## src/rtl/if_stage.sv

```systemverilog
// MIPS instruction-fetch stage: owns the PC, keeps one request in flight to a
// variable-latency instruction memory, and fills the IF/ID pipeline register.
module if_stage #(
   parameter logic [31:0] RESET_PC = 32'h0000_0000
) (
   input  logic        CLK,
   input  logic        RSTn,
   output logic        imem_req,
   output logic [31:0] imem_addr,
   input  logic        imem_ready,
   input  logic        imem_rvalid,
   input  logic [31:0] imem_rdata,
   input  logic        stall,
   input  logic        redirect,
   input  logic [31:0] redirect_pc,
   output logic        if_id_valid,
   output logic [31:0] if_id_instr,
   output logic [31:0] if_id_pc,
   output logic [31:0] if_id_pc4
);

   typedef enum logic [1:0] {REQ, WAIT, DRAIN, HOLD} state_t;

   state_t      state, state_nxt;
   logic [31:0] pc, pc_nxt, pc_inc, tgt;
   logic [31:0] skid, skid_nxt;
   logic [31:0] ld_instr;
   logic        ld, load_ok;

   assign pc_inc    = pc + 32'd4;
   assign tgt       = redirect_pc & 32'hFFFF_FFFC;
   assign load_ok   = !stall || !if_id_valid;
   assign imem_req  = (state == REQ);
   assign imem_addr = pc;

   always_ff @(posedge CLK or negedge RSTn) begin
      if (!RSTn) begin
         state <= REQ;
         pc    <= RESET_PC & 32'hFFFF_FFFC;
         skid  <= 32'h0;
      end else begin
         state <= state_nxt;
         pc    <= pc_nxt;
         skid  <= skid_nxt;
      end
   end

   // DRAIN swallows the response to a request made obsolete by a redirect.
   always_comb begin
      state_nxt = state;
      pc_nxt    = pc;
      skid_nxt  = skid;
      ld        = 1'b0;
      ld_instr  = imem_rdata;
      case (state)
         REQ: begin
            if (redirect) pc_nxt = tgt;
            if (imem_ready) state_nxt = redirect ? DRAIN : WAIT;
         end
         WAIT: begin
            if (redirect) begin
               pc_nxt    = tgt;
               state_nxt = imem_rvalid ? REQ : DRAIN;
            end else if (imem_rvalid) begin
               if (load_ok) begin
                  ld        = 1'b1;
                  pc_nxt    = pc_inc;
                  state_nxt = REQ;
               end else begin
                  skid_nxt  = imem_rdata;
                  state_nxt = HOLD;
               end
            end
         end
         DRAIN: begin
            if (redirect) pc_nxt = tgt;
            if (imem_rvalid) state_nxt = REQ;
         end
         HOLD: begin
            if (redirect) begin
               pc_nxt    = tgt;
               state_nxt = REQ;
            end else if (load_ok) begin
               ld        = 1'b1;
               ld_instr  = skid;
               pc_nxt    = pc_inc;
               state_nxt = REQ;
            end
         end
         default: state_nxt = REQ;
      endcase
   end

   // Redirect flush beats stall; an empty cycle becomes a NOP bubble.
   always_ff @(posedge CLK or negedge RSTn) begin
      if (!RSTn) begin
         if_id_valid <= 1'b0;
         if_id_instr <= 32'h0;
         if_id_pc    <= 32'h0;
         if_id_pc4   <= 32'h0;
      end else if (redirect) begin
         if_id_valid <= 1'b0;
         if_id_instr <= 32'h0;
      end else if (stall && if_id_valid) begin
         if_id_valid <= if_id_valid;
      end else if (ld) begin
         if_id_valid <= 1'b1;
         if_id_instr <= ld_instr;
         if_id_pc    <= pc;
         if_id_pc4   <= pc_inc;
      end else begin
         if_id_valid <= 1'b0;
         if_id_instr <= 32'h0;
      end
   end

endmodule

```

## config.mk

```make
export PLATFORM = sky130hd
export DESIGN_NAME = if_stage
export DESIGN_NICKNAME = d
export VERILOG_FILES = /design/src/rtl/if_stage.sv
export SDC_FILE = /design/constraint.sdc
export NUM_CORES = 1
export LEC_CHECK = 0
export ABC_AREA = 1
export BUFFER_PORTS_ARGS = -buffer_cell sky130_fd_sc_hd__buf_2
export CORE_MARGIN = 2
export CORE_UTILIZATION = 55
export CTS_BUF_LIST = sky130_fd_sc_hd__clkbuf_16
export DETAILED_ROUTE_END_ITERATION = 6
export GPL_TIMING_DRIVEN = 0
export PLACE_DENSITY = 0.93
export SYNTH_ARGS = -nofsm -noshare
export SYNTH_HDL_FRONTEND = slang
export SYNTH_SLANG_ARGS = --single-unit
```

## constraint.sdc

```tcl
create_clock -name CLK -period 3.5 [get_ports CLK]
set_clock_uncertainty 0.2 [all_clocks]
set_input_delay 0.175 -clock CLK [delete_from_list [all_inputs] [get_ports CLK]]
set_output_delay 0.175 -clock CLK [all_outputs]
set_load 0.005 [all_outputs]
```

==> results.md <==
* Layout cells sized above 1 at 21.9%
* Hold endpoint: state[1]
* Netlist cell types at 31
* Syn. warnings at 0
* Htree depth at 4
* FP Rows at 43
* Post-synthesis instance total at around 1000
* CTS tree: done
* CTS Sinks at 157
* Die H at roughly 120 um
* Power density cells at 715 mW/mm^2
* Initial core utilization at 56.2%
* Worst r2r dst: if_id_instr[7]
* Vias/cell at 5.50
* Die area at 0.0151 mm^2
* Async S/R FF share, synth at 100%
* RSZ-0062 raised after global routing: false
* # IOs at 200
* CTS Buf Count at 17
* GRT Util Overall at 33.7%
* Cell Area, Synth at 0.00777 mm^2
* Top-count cell post-synth: nand2_1
* RD Place Congestion at 0.980
* 1st-iter DRT viols at 745
* Synth top area share at 50.6%
* Outcome: finished clean
* Setup violators final at 0
* Syn-to-layout area delta at 31.5%
* Worst r2r path cells at 9
* DRC viols at 0
* Peak supply drop at between 0.0004 and 0.0005 V
* DP Area at 0.00900 mm^2
* Final critical-path share of the clock period at 74.1%
* Max Slew Vio Count at 0
* Final hold violation count at 0
* Mean Syn Cell Area at 7.81 um^2
* Synth top area cells: dfrtp_1, nand2_1, o21ai_0
* Req. time, crit path at 3.67 ns
* P_leak at 0.00548 uW
* # resized after CTS at 0
* Seq/Total Area, Yosys at between 50 and 60%
* Fmax at 386 MHz
* Slew HR at 45.1%
* Global route overflow at 0
* Die Wd at 123 um
* Clock Tree Root: clkbuf_16
* Core ar. at 0.0138 mm^2
* Initial antenna violation count at 0
* CP startpoint kind: flip-flop
* Cell accounting for the most synthesized area: dfrtp_1
* Largest net degree at the start of global routing at 88
* WL per Instance at 17.0 um
* Crit path arrival time at approximately 2.8 ns
* CTS Buffer Depth at 2
* Final layout net count at between 1000 and 1500
* Non-Filler Instances at 1466
* # Max-Cap Violations at 0
* First-pass GRT wire length at 38600 um
* Pwr Total at between 7000 and 8000 uW
* Detailed-router iteration count before antenna repair at 7
* Detail Route Antenna Nets at 0
* Commonest cells post-synth: nand2_1, dfrtp_1, o21ai_0, nor2_1, inv_1
* Final Cell Area at 0.0102 mm^2
* Number of instances in the placed design at 1371
* Minimum clock period at 2.59 ns
* CP Class: flip-flop to flip-flop
* Top_reg_cell synth: dfrtp_1
* CP Capture Type: flip-flop
* Post-DP HPWL at roughly 16000 um
* Reg2reg setup slack at 0.91 ns
* HP Class: primary input to flip-flop
* Synthesized flop and latch total at 157
* Routed WL at 25000 um
* CP max FO at 10
* Worst Max-Slew Pin Slew at between 0.8 and 0.9 ns
* Clock slew at reported path FFs at 0.06 ns
* Routed vias at 8069
* Hold path start: redirect
* Post-synth EDFFs at 0
* Worst skew pair latency at 0.43 ns
* WHS Path Cells at 5
* Vias in the first global route at 7965
* # diodes at 0
* # port buffers at 191
* FF-to-FF Start: state[1]
==> through the flow <==
| step | util [%] | hold slack, ns | setup TNS, ns | setup WS (ns) |
|---|---|---|---|---|
| 2_1_floorplan | - | -0.321 | 0 | 1.66 |
| 3_3_place_gp | 64.9 | 0.254 | -39.51 | -0.262 |
| 3_5_place_dp | 65.1 | 0.0936 | 0 | 1.15 |
| 4_1_cts | 73.9 | 0.0148 | 0 | 1.00 |
| 5_1_grt | 73.9 | 0.0331 | 0 | 0.796 |
| 6_report | 73.9 | 0.0285 | 0 | 0.907 |
==> critical path: stages, from the launching register on <==
cell	delay [ns]
dfrtp_1	0.47
nand2_1	0.13
buf_2	0.21
nand2_1	0.09
nand3_2	0.23
buf_4	0.29
a21oi_1	0.13
o21ai_0	0.11
nand2_1	0.10
dlygate4sd3_1	0.57
==> cells by family (layout without fill, tap and decap cells) <==
| kind of cell | after synthesis | after routing | synth area share [%] |
|---|---|---|---|
| compound gates | 171 | 171 | 11.4 |
| fa+ha+maj | 1 | 1 | 0.161 |
| simple gates | 493 | 493 | 24.9 |
| buf+inv | 131 | 418 | 7.38 |
| mux | 32 | 32 | 4.64 |
| xor+xnor | 8 | 8 | 0.902 |
| flops | 157 | 157 | 50.6 |
| other cells | 1 | 6 | 0.0483 |
==> layout by cell type, fill, tap and decap left out, types with 13 or more instances in the layout <==
master         netlist  routed
o21ai_0            100     100
nand3_1             39      39
dfrtp_1            157     157
clkbuf_16            0      17
a21oi_1             43      43
clkbuf_1            20      20
nor2_1              94      94
inv_1               75      78
o21ai_1             14      14
buf_2               14     204
mux2_2              31      31
dlygate4sd3_1        0      65
nand2_1            352     352
buf_4               13      13
==> per-layer routing <==
layer | track usage (%) | wire (um) | up-vias
met3 | 8.13 | 2390 | 101
li1 | - | - | 3711
met5 | 0 | 0 | -
met4 | 17.9 | 1030 | 0
met2 | 59.2 | 12700 | 519
met1 | 37.8 | 8900 | 3738
==> worst max path at each step <==
stage                  from              to  slack, ns  cells past startpoint
2_1_floorplan  imem_addr[2]   imem_addr[22]       1.66                     10
4_1_cts            state[1]  if_id_instr[7]        1.0                      9
3_3_place_gp           RSTn   if_id_pc4[24]      -0.26                      1
5_1_grt            state[1]  if_id_instr[7]       0.80                      9
3_5_place_dp   imem_addr[2]   imem_addr[22]       1.15                     10
6_report           state[1]  if_id_instr[7]       0.91                      9
==> timing repair <==
action,in CTS,in global routing
hold buffers,65,0
buffers inserted,0,0
endpoints found under the setup margin,0,0
hold endpoints to repair,149,0
==> final cells by class <==
class / instances / area, um^2
flip-flops and latches: 157 / 3930
repair buffers: 257 / 1640
well taps: 180 / 225
inverters: 79 / 297
multi-input cells: 711 / 3280
fillers: 975 / 3610
clock inverters: 13 / 135
plain buffers: 52 / 277
clock buffers: 17 / 425
==> flip-flops by register name, summed over array words and instances (netlist names) <==
signal,cells
if_id_instr,32
state,2
if_id_valid,1
skid,32
if_id_pc,30
if_id_pc4,30
imem_addr,30
==> where the power goes <==
part	leakage [uW]	total [uW]	switching, uW	internal, uW
clock	0.000276	1820	726	1090
sequential	0.00202	2980	542	2440
combinational	0.00319	2500	1470	1020
No activity file was read; power rests on OpenSTA's default activity.
